### src/rtl/greycode_pkg.sv
// ============================================================================
// Module      : greycode_pkg
// Description : Shared Gray-code helpers and buffer state encoding.
// Revision    : 1.0 - initial release
// ============================================================================
`default_nettype none

package greycode_pkg;

  // Helpers operate on a fixed maximum width; callers size-cast in and out.
  localparam int c_MAX_WIDTH = 64;

  typedef enum logic [1:0] {
    EMPTY = 2'd0,
    ONE   = 2'd1,
    FULL  = 2'd2
  } state_t;

  function automatic logic [c_MAX_WIDTH-1:0] bin2gray(input logic [c_MAX_WIDTH-1:0] bin);
    return bin ^ (bin >> 1);
  endfunction

  function automatic logic [6:0] popcount(input logic [c_MAX_WIDTH-1:0] value);
    logic [6:0] count;
    count = '0;
    for (int i = 0; i < c_MAX_WIDTH; i++) begin
      count = count + 7'(value[i]);
    end
    return count;
  endfunction

endpackage : greycode_pkg

`default_nettype wire

### src/rtl/greycode_skid_buf.sv
// ============================================================================
// Module      : greycode_skid_buf
// Description : Data-agnostic 2-entry skid buffer; in_ready is registered.
// Revision    : 1.0 - initial release
// ============================================================================
`default_nettype none

module greycode_skid_buf
  import greycode_pkg::*;
#(
  parameter int WIDTH = 8
) (
  input  logic             clk,
  input  logic             rst_n,
  input  logic             in_valid,
  output logic             in_ready,
  input  logic [WIDTH-1:0] in_data,
  output logic             out_valid,
  input  logic             out_ready,
  output logic [WIDTH-1:0] out_data
);

  state_t           r_state;
  logic [WIDTH-1:0] r_main;
  logic [WIDTH-1:0] r_skid;
  logic             r_out_valid;
  logic             r_in_ready;

  logic w_in_xfer;
  logic w_out_xfer;

  assign w_in_xfer  = in_valid && r_in_ready;
  assign w_out_xfer = r_out_valid && out_ready;

  // in_ready mirrors "skid slot empty" so no combinational path from out_ready.
  always_ff @(posedge clk or negedge rst_n) begin
    if (!rst_n) begin
      r_state     <= EMPTY;
      r_main      <= '0;
      r_skid      <= '0;
      r_out_valid <= 1'b0;
      r_in_ready  <= 1'b1;
    end else begin
      case (r_state)
        EMPTY: begin
          if (w_in_xfer) begin
            r_main      <= in_data;
            r_out_valid <= 1'b1;
            r_state     <= ONE;
          end
        end
        ONE: begin
          if (w_in_xfer && w_out_xfer) begin
            r_main <= in_data;
          end else if (w_in_xfer) begin
            r_skid     <= in_data;
            r_in_ready <= 1'b0;
            r_state    <= FULL;
          end else if (w_out_xfer) begin
            r_out_valid <= 1'b0;
            r_state     <= EMPTY;
          end
        end
        FULL: begin
          if (w_out_xfer) begin
            r_main     <= r_skid;
            r_in_ready <= 1'b1;
            r_state    <= ONE;
          end
        end
        default: begin
          r_state     <= EMPTY;
          r_out_valid <= 1'b0;
          r_in_ready  <= 1'b1;
        end
      endcase
    end
  end

  assign in_ready  = r_in_ready;
  assign out_valid = r_out_valid;
  assign out_data  = r_main;

endmodule : greycode_skid_buf

`default_nettype wire

### src/rtl/greycode_encoder.sv
// ============================================================================
// Module      : greycode_encoder
// Description : Streaming binary-to-Gray encoder with skid-buffered output.
//               Optional adjacency check enabled by GREYCODE_ENC_ADJ_CHECK_EN.
// Revision    : 1.0 - initial release
// ============================================================================
`default_nettype none

module greycode_encoder
  import greycode_pkg::*;
#(
  parameter int WIDTH     = 8,
  parameter int CNT_WIDTH = 16
) (
  input  logic                 clk,
  input  logic                 rst_n,
  input  logic                 in_valid,
  output logic                 in_ready,
  input  logic [WIDTH-1:0]     in_data,
  output logic                 out_valid,
  input  logic                 out_ready,
  output logic [WIDTH-1:0]     out_data,
  output logic [CNT_WIDTH-1:0] out_cnt,
  output logic                 out_adj_err
);

  localparam logic [CNT_WIDTH-1:0] c_CNT_ONE = CNT_WIDTH'(1);

  generate
    if (WIDTH < 2 || WIDTH > c_MAX_WIDTH) begin : g_bad_width
      $error("greycode_encoder: WIDTH out of range");
    end
  endgenerate

  logic [WIDTH-1:0]     w_enc;
  logic                 w_out_xfer;
  logic [CNT_WIDTH-1:0] r_out_cnt;

  // Zero-extension keeps the MSB a pass-through after the shift.
  assign w_enc = WIDTH'(bin2gray(c_MAX_WIDTH'(in_data)));

  greycode_skid_buf #(
    .WIDTH (WIDTH)
  ) u_skid_buf (
    .clk       (clk),
    .rst_n     (rst_n),
    .in_valid  (in_valid),
    .in_ready  (in_ready),
    .in_data   (w_enc),
    .out_valid (out_valid),
    .out_ready (out_ready),
    .out_data  (out_data)
  );

  assign w_out_xfer = out_valid && out_ready;

  always_ff @(posedge clk or negedge rst_n) begin
    if (!rst_n) begin
      r_out_cnt <= '0;
    end else if (w_out_xfer) begin
      r_out_cnt <= r_out_cnt + c_CNT_ONE;
    end
  end

  assign out_cnt = r_out_cnt;

`ifdef GREYCODE_ENC_ADJ_CHECK_EN
  logic [WIDTH-1:0] r_last_gray;
  logic             r_has_last;

  always_ff @(posedge clk or negedge rst_n) begin
    if (!rst_n) begin
      r_last_gray <= '0;
      r_has_last  <= 1'b0;
    end else if (w_out_xfer) begin
      r_last_gray <= out_data;
      r_has_last  <= 1'b1;
    end
  end

  // Consecutive Gray words must differ in exactly one bit.
  assign out_adj_err = out_valid && r_has_last &&
                       (popcount(c_MAX_WIDTH'(out_data ^ r_last_gray)) != 7'd1);
`else
  assign out_adj_err = 1'b0;
`endif

endmodule : greycode_encoder

`default_nettype wire

### config.mk
export PLATFORM = sky130hd
export DESIGN_NAME = greycode_encoder
export DESIGN_NICKNAME = d
export VERILOG_FILES = /design/src/rtl/greycode_pkg.sv /design/src/rtl/greycode_skid_buf.sv /design/src/rtl/greycode_encoder.sv
export SDC_FILE = /design/constraint.sdc
export NUM_CORES = 1
export LEC_CHECK = 0
export CAP_MARGIN = 30
export CORE_MARGIN = 10
export CORE_UTILIZATION = 49
export CTS_CLUSTER_DIAMETER = 150
export DETAILED_ROUTE_END_ITERATION = 10
export PLACE_DENSITY = 0.78
export REMOVE_ABC_BUFFERS = 1
export SLEW_MARGIN = 10
export SYNTH_ARGS = -nofsm -noshare
export SYNTH_HDL_FRONTEND = slang
export SYNTH_HIERARCHICAL = 1
export SYNTH_SLANG_ARGS = --single-unit
### constraint.sdc
create_clock -name clk -period 2.3 [get_ports clk]
set_clock_uncertainty 0.2 [all_clocks]
set_input_delay 0.23 -clock clk [delete_from_list [all_inputs] [get_ports clk]]
set_output_delay 0.23 -clock clk [all_outputs]
set_load 0.005 [all_outputs]
# Yosys cells after proc, flatten, opt, wreduce, memory -nomap -nowiden
# Index checks and enable logic that the tools add are counted.
# op_classes
add_sub_neg	1
mul	0
n_div	0
magnitude_cmp	0
eq_ne	10
shift	0
n_mux	19
bitwise	4
n_reduce_logical	10
# ops
op	n
8-bit two-way mux	3
8-bit case mux with 3 select lines	1
16-bit by 1-bit adder with 16-bit output, second input constant	1
4-bit AND reduction	3
2-bit two-way mux	5
2-bit by 1-bit inequality test with 1-bit output, second input constant	5
8-bit by 7-bit bitwise XOR with 8-bit output	1
1-bit two-way mux	7
1-bit case mux with 3 select lines	2
2-bit case mux with 3 select lines	1
5-bit AND reduction	1
2-bit inequality test, second input constant	2
1-bit logical AND	3
3-bit by 1-bit inequality test with 1-bit output, second input constant	1
1-bit NOT	3
3-bit AND reduction	1
3-bit nonzero test	1
2-bit by 1-bit == test with 1-bit output, second input constant	1
2-bit == test, second input constant	1
2-bit zero test	1
# word_totals
register_bits	36
latch_bits	0
ramBits	0
rom_bits	0
inputBits	12
output_inout_bits	27
word_cells	50
memories	0

# Logic depth before layout (Yosys ltp)
# depth
depth_word	5
depth_mapped	5
ltp_nobuf	5

# By module
# Netlist, hierarchy kept.
# by_module_without_submodules
mod	instances	cells_each	area_per_inst_um2	seq_area_each_um2
greycode_skid_buf	1	65	933.4	501.7
greycode_encoder	1	68	764.5	400.4

# Least setup slack after synthesis
# Ideal clock, no wire load.
# synth_timing
kind	register to register
from	reg u_skid_buf.r_in_ready (netlist: u_skid_buf/in_ready)
to	reg u_skid_buf.r_main[0] (netlist: u_skid_buf/out_data[0])
setup_time_ns	0.125
arrival_ns	1.389
required_ns	1.975
setup_slack_ns	0.587
path_stages_with_launch	4
period_less_slack_ns	1.713
cell_sequence	dfstp_2 > nand2_1 > o32ai_4 > mux2_2
# synth_between
elab_chain_cells	4
word_cells_on_any_way	5
# synth_rtl
element	line_no	rtl
start, declared	greycode_skid_buf.sv:27	logic r_in_ready;
start signal, assigned	greycode_skid_buf.sv:42	r_in_ready <= 1'b1;
start signal, assigned	greycode_skid_buf.sv:57	r_in_ready <= 1'b0;
start signal, assigned	greycode_skid_buf.sv:67	r_in_ready <= 1'b1;
1-bit logical AND (*)	greycode_skid_buf.sv:32	assign w_in_xfer = in_valid && r_in_ready;
1-bit logical AND	greycode_skid_buf.sv:53	if (w_in_xfer && w_out_xfer) begin
2-bit by 1-bit inequality test with 1-bit output (no source line)	-	
4-bit AND reduction (no source line) (*)	-	
end signal, assigned	greycode_skid_buf.sv:47	r_main <= in_data;
end signal, assigned	greycode_skid_buf.sv:54	r_main <= in_data;
end signal, assigned	greycode_skid_buf.sv:66	r_main <= r_skid;
end, declared	greycode_skid_buf.sv:24	logic [WIDTH-1:0] r_main;
# Every way passes the cells marked *; elsewhere a longest branch is shown, timed or not.
# A chain may end at the register's enable or synchronous reset.

# Final worst setup path
# layout_timing
from	reg u_skid_buf.r_in_ready (netlist: u_skid_buf/in_ready)
to	out in_ready
# layout_lines
element	line_no	rtl
end, declared	greycode_encoder.sv:18	output logic in_ready,
# No word-level cell between the ends.

==> qor.yml <==
worst_setup_path:
  path_max_fanout: 5
  rr_startpoint: "u_skid_buf/in_ready"
  end_kind: "primary output"
  crit_path_top_delay_cell: "dfstp_2"
  arrival_ps: 1410
  r2r_slack_ps: 460
  crit_chain: "clkdlybuf4s50_1"
  cp.buffers_inverters: 1
  slowest_delay_ps: 570
  startpoint_type: "register"
  r2r_end: "u_skid_buf/out_data[7]"
  path_class: "reg -> out"
  r2r_cells: 3
  required_ps: 1870
  crit_family: "flip-flops"
synthesis:
  netlist_area_sq_um: 1698
  ys.warnings.count: 6
  synth_edf_count: 0
  synth_top_area_share_pct: 51.58
  ys_types: 32
  post-synth-top-count-cell: "dfrtp_1"
  synth.top_cells.by_area: "dfrtp_1 52%, mux2_2 16%, xnor2_1 5.7%, xor2_1 5.7%, nand2_1 2.0%"
  synth_cells: 133
  synth-seq-cells: 36
  synth-main-ff-cell: "dfrtp_1"
  avgSynthCellArea_sq_um: 12.77
  synthArstFlopShare_pct: 100.0
  yosys.area.top_type: "dfrtp_1"
  ys_seq_area_share_pct: 53.13
  synth_commonest_cells: "35 x dfrtp_1, 24 x mux2_2, 11 x xnor2_1, 11 x xor2_1, 9 x nand2_1"
detailed_routing:
  drt-met1-wl_um: 1417
  wl_per_cell_um: 15.28
  drc_errors: 0
  firstDrtPassIters: 4
  via_per_inst: 4.991
  via_count: 1118
  top_layer: "met4"
  first_iter_violations: 59
  wl_met2_um: 1682
  totalWireLength_um: 3423
  antenna_left: 0
  met3_length_um: 269
final_layout:
  fin_util_pct: 65.54
  fill_cells: 277
  num_antenna_cells: 0
  drive_gt1_share_pct: 23.60
  area_growth_pct: 28.81
  final_cell_area_sq_um: 2187
  stdcell_count: 224
  num-nets-final: 190
sta:
  fmax_mhz: 542.5
  final.setup.tns_ps: 0
  period_minus_slack_ps: 1843
  setup_viol: 0
  hold_viol_final: 0
  rsz0062_at_grt: "false"
  post-route-period-util_pct: 80.14
  drv_slew: 0
placed_design:
  gp_congestion: 0.8057
  dpl_cell_area_sq_um: 2125
  post-place-cells: 216
  portBuffers: 37
  hpwl_um: 2569
global_route:
  grt_use_total_pct: 11.84
  grt_max_degree: 37
  grt_pass1_vias: 1237
  grt_pass1_wl_um: 5865
  overflow: 0
  antenna_found_initial: 0
clocking:
  cts_buffers: 5
  clk_pin_slew_worst_paths_ps: 110
  htreeDepth: 2
  postCtsHoldBufs: 0
  clkSinkCount: 36
  cts_resized: 0
  clockRootBuffer: "clkbuf_4"
  clk_latency_ps: 340
  cts_max_path_buffers: 2
  tritoncts: "done"
  post_cts_buffers: 0
die:
  die_y_um: 78.87
  die_w_um: 78.87
  dieArea_sq_um: 6220
  ios: 39
  initial_core_util_pct: 50.88
  rows: 21
  core_sq_um: 3337
pwr:
  ir_drop_uv: 499.4
  powerDensity_nw_per_um2: 830.6
  p_leak_nw: 0.9528
  total_power_mw: 1.817
outcome:
  status: "finished clean"
run:
  cap_violations: 0
hold_path:
  hold_class: "in -> async"
placed cells by master, fill, tap and decap left out, drive strengths merged:
| cell | n |
|---|---|
| o21ai | 2 |
| nand4 | 3 |
| clkinvlp | 1 |
| mux2 | 25 |
| nor3 | 2 |
| a21boi | 2 |
| nand3 | 7 |
| xnor2 | 11 |
| nor2 | 7 |
| dfstp | 1 |
| ha | 1 |
| a211o | 1 |
| a21oi | 1 |
| mux2i | 1 |
| conb | 1 |
| inv | 2 |
| dfrtp | 35 |
| nand2 | 10 |
| o22ai | 1 |
| clkdlybuf4s50 | 37 |
| buf | 3 |
| clkbuf | 7 |
| nand2b | 1 |
| and2 | 1 |
| xor2 | 11 |
| o32a | 1 |
| nor2b | 1 |
| o32ai | 1 |
| and3b | 1 |
where the power goes:
| part | leakage (nW) | internal [mW] | switching [mW] |
|---|---|---|---|
| combinational | 0.453 | 0.359 | 0.173 |
| sequential | 0.469 | 0.793 | 0.127 |
| clock | 0.0315 | 0.150 | 0.215 |
| total | 0.953 | 1.30 | 0.515 |
worst max-delay path by stage:
stage,startpoint,endpoint,slack [ps],cells past startpoint
2_1_floorplan,u_skid_buf/r_state[1],u_skid_buf/out_data[0],480,3
3_3_place_gp,out_ready,u_skid_buf/out_data[7],280,4
3_5_place_dp,out_ready,u_skid_buf/out_data[6],240,4
4_1_cts,u_skid_buf/in_ready,u_skid_buf/out_data[7],430,3
5_1_grt,u_skid_buf/out_valid,u_skid_buf/out_data[5],350,3
6_report,u_skid_buf/in_ready,in_ready,460,1
registers in the layout, summed over array words and instances (netlist names):
signal                flops
out_cnt                  16
u_skid_buf/out_data       8
u_skid_buf/r_skid         8
u_skid_buf/r_state        2
u_skid_buf/in_ready       1
u_skid_buf/out_valid      1
worst register-to-register path, cell delays in order, from the launching register on:
cell,delay [ps]
dfstp_2,570
nand2_1,130
o32ai_4,440
mux2_2,390
routing by layer:
layer	track usage, %	up-vias
li1	-	543
met1	12.79	543
met2	19.24	26
met3	5.968	6
met4	5.018	0
met5	0	-
stage by stage:
stage	setup WS (ps)	hold slack (ps)
floorplan	483.7	-265.6
global placement	281.9	259.2
detailed placement	236.6	261.8
CTS	432.7	99.21
global route	349.7	110.9
finish	456.8	79.10
logic make-up (layout without fill, tap and decap cells):
family / after synthesis / in the layout / share of synthesized area (%)
AO/OA/AOI/OAI: 9 / 9 / 5.085
adder cells (fa/ha/maj): 1 / 1 / 0.7368
buffers and inverters: 5 / 50 / 1.842
multiplexers: 26 / 26 / 17.17
AND/OR/NAND/NOR: 33 / 33 / 10.47
flip-flops: 36 / 36 / 53.13
XOR/XNOR: 22 / 22 / 11.35
other: 1 / 1 / 0.2209
cell type report:
| cell class | instances | area [sq um] | share of cell area (%) |
|---|---|---|---|
| clock buffers | 7 | 55.05 | 2.517 |
| clock inverters | 1 | 7.507 | 0.3432 |
| inverters | 2 | 7.507 | 0.3432 |
| multi-input cells | 92 | 764.5 | 34.95 |
| flip-flops and latches | 36 | 902.1 | 41.25 |
| well taps | 46 | 57.56 | 2.632 |
| repair buffers | 40 | 392.9 | 17.96 |
(Power assumes the default switching activity.)
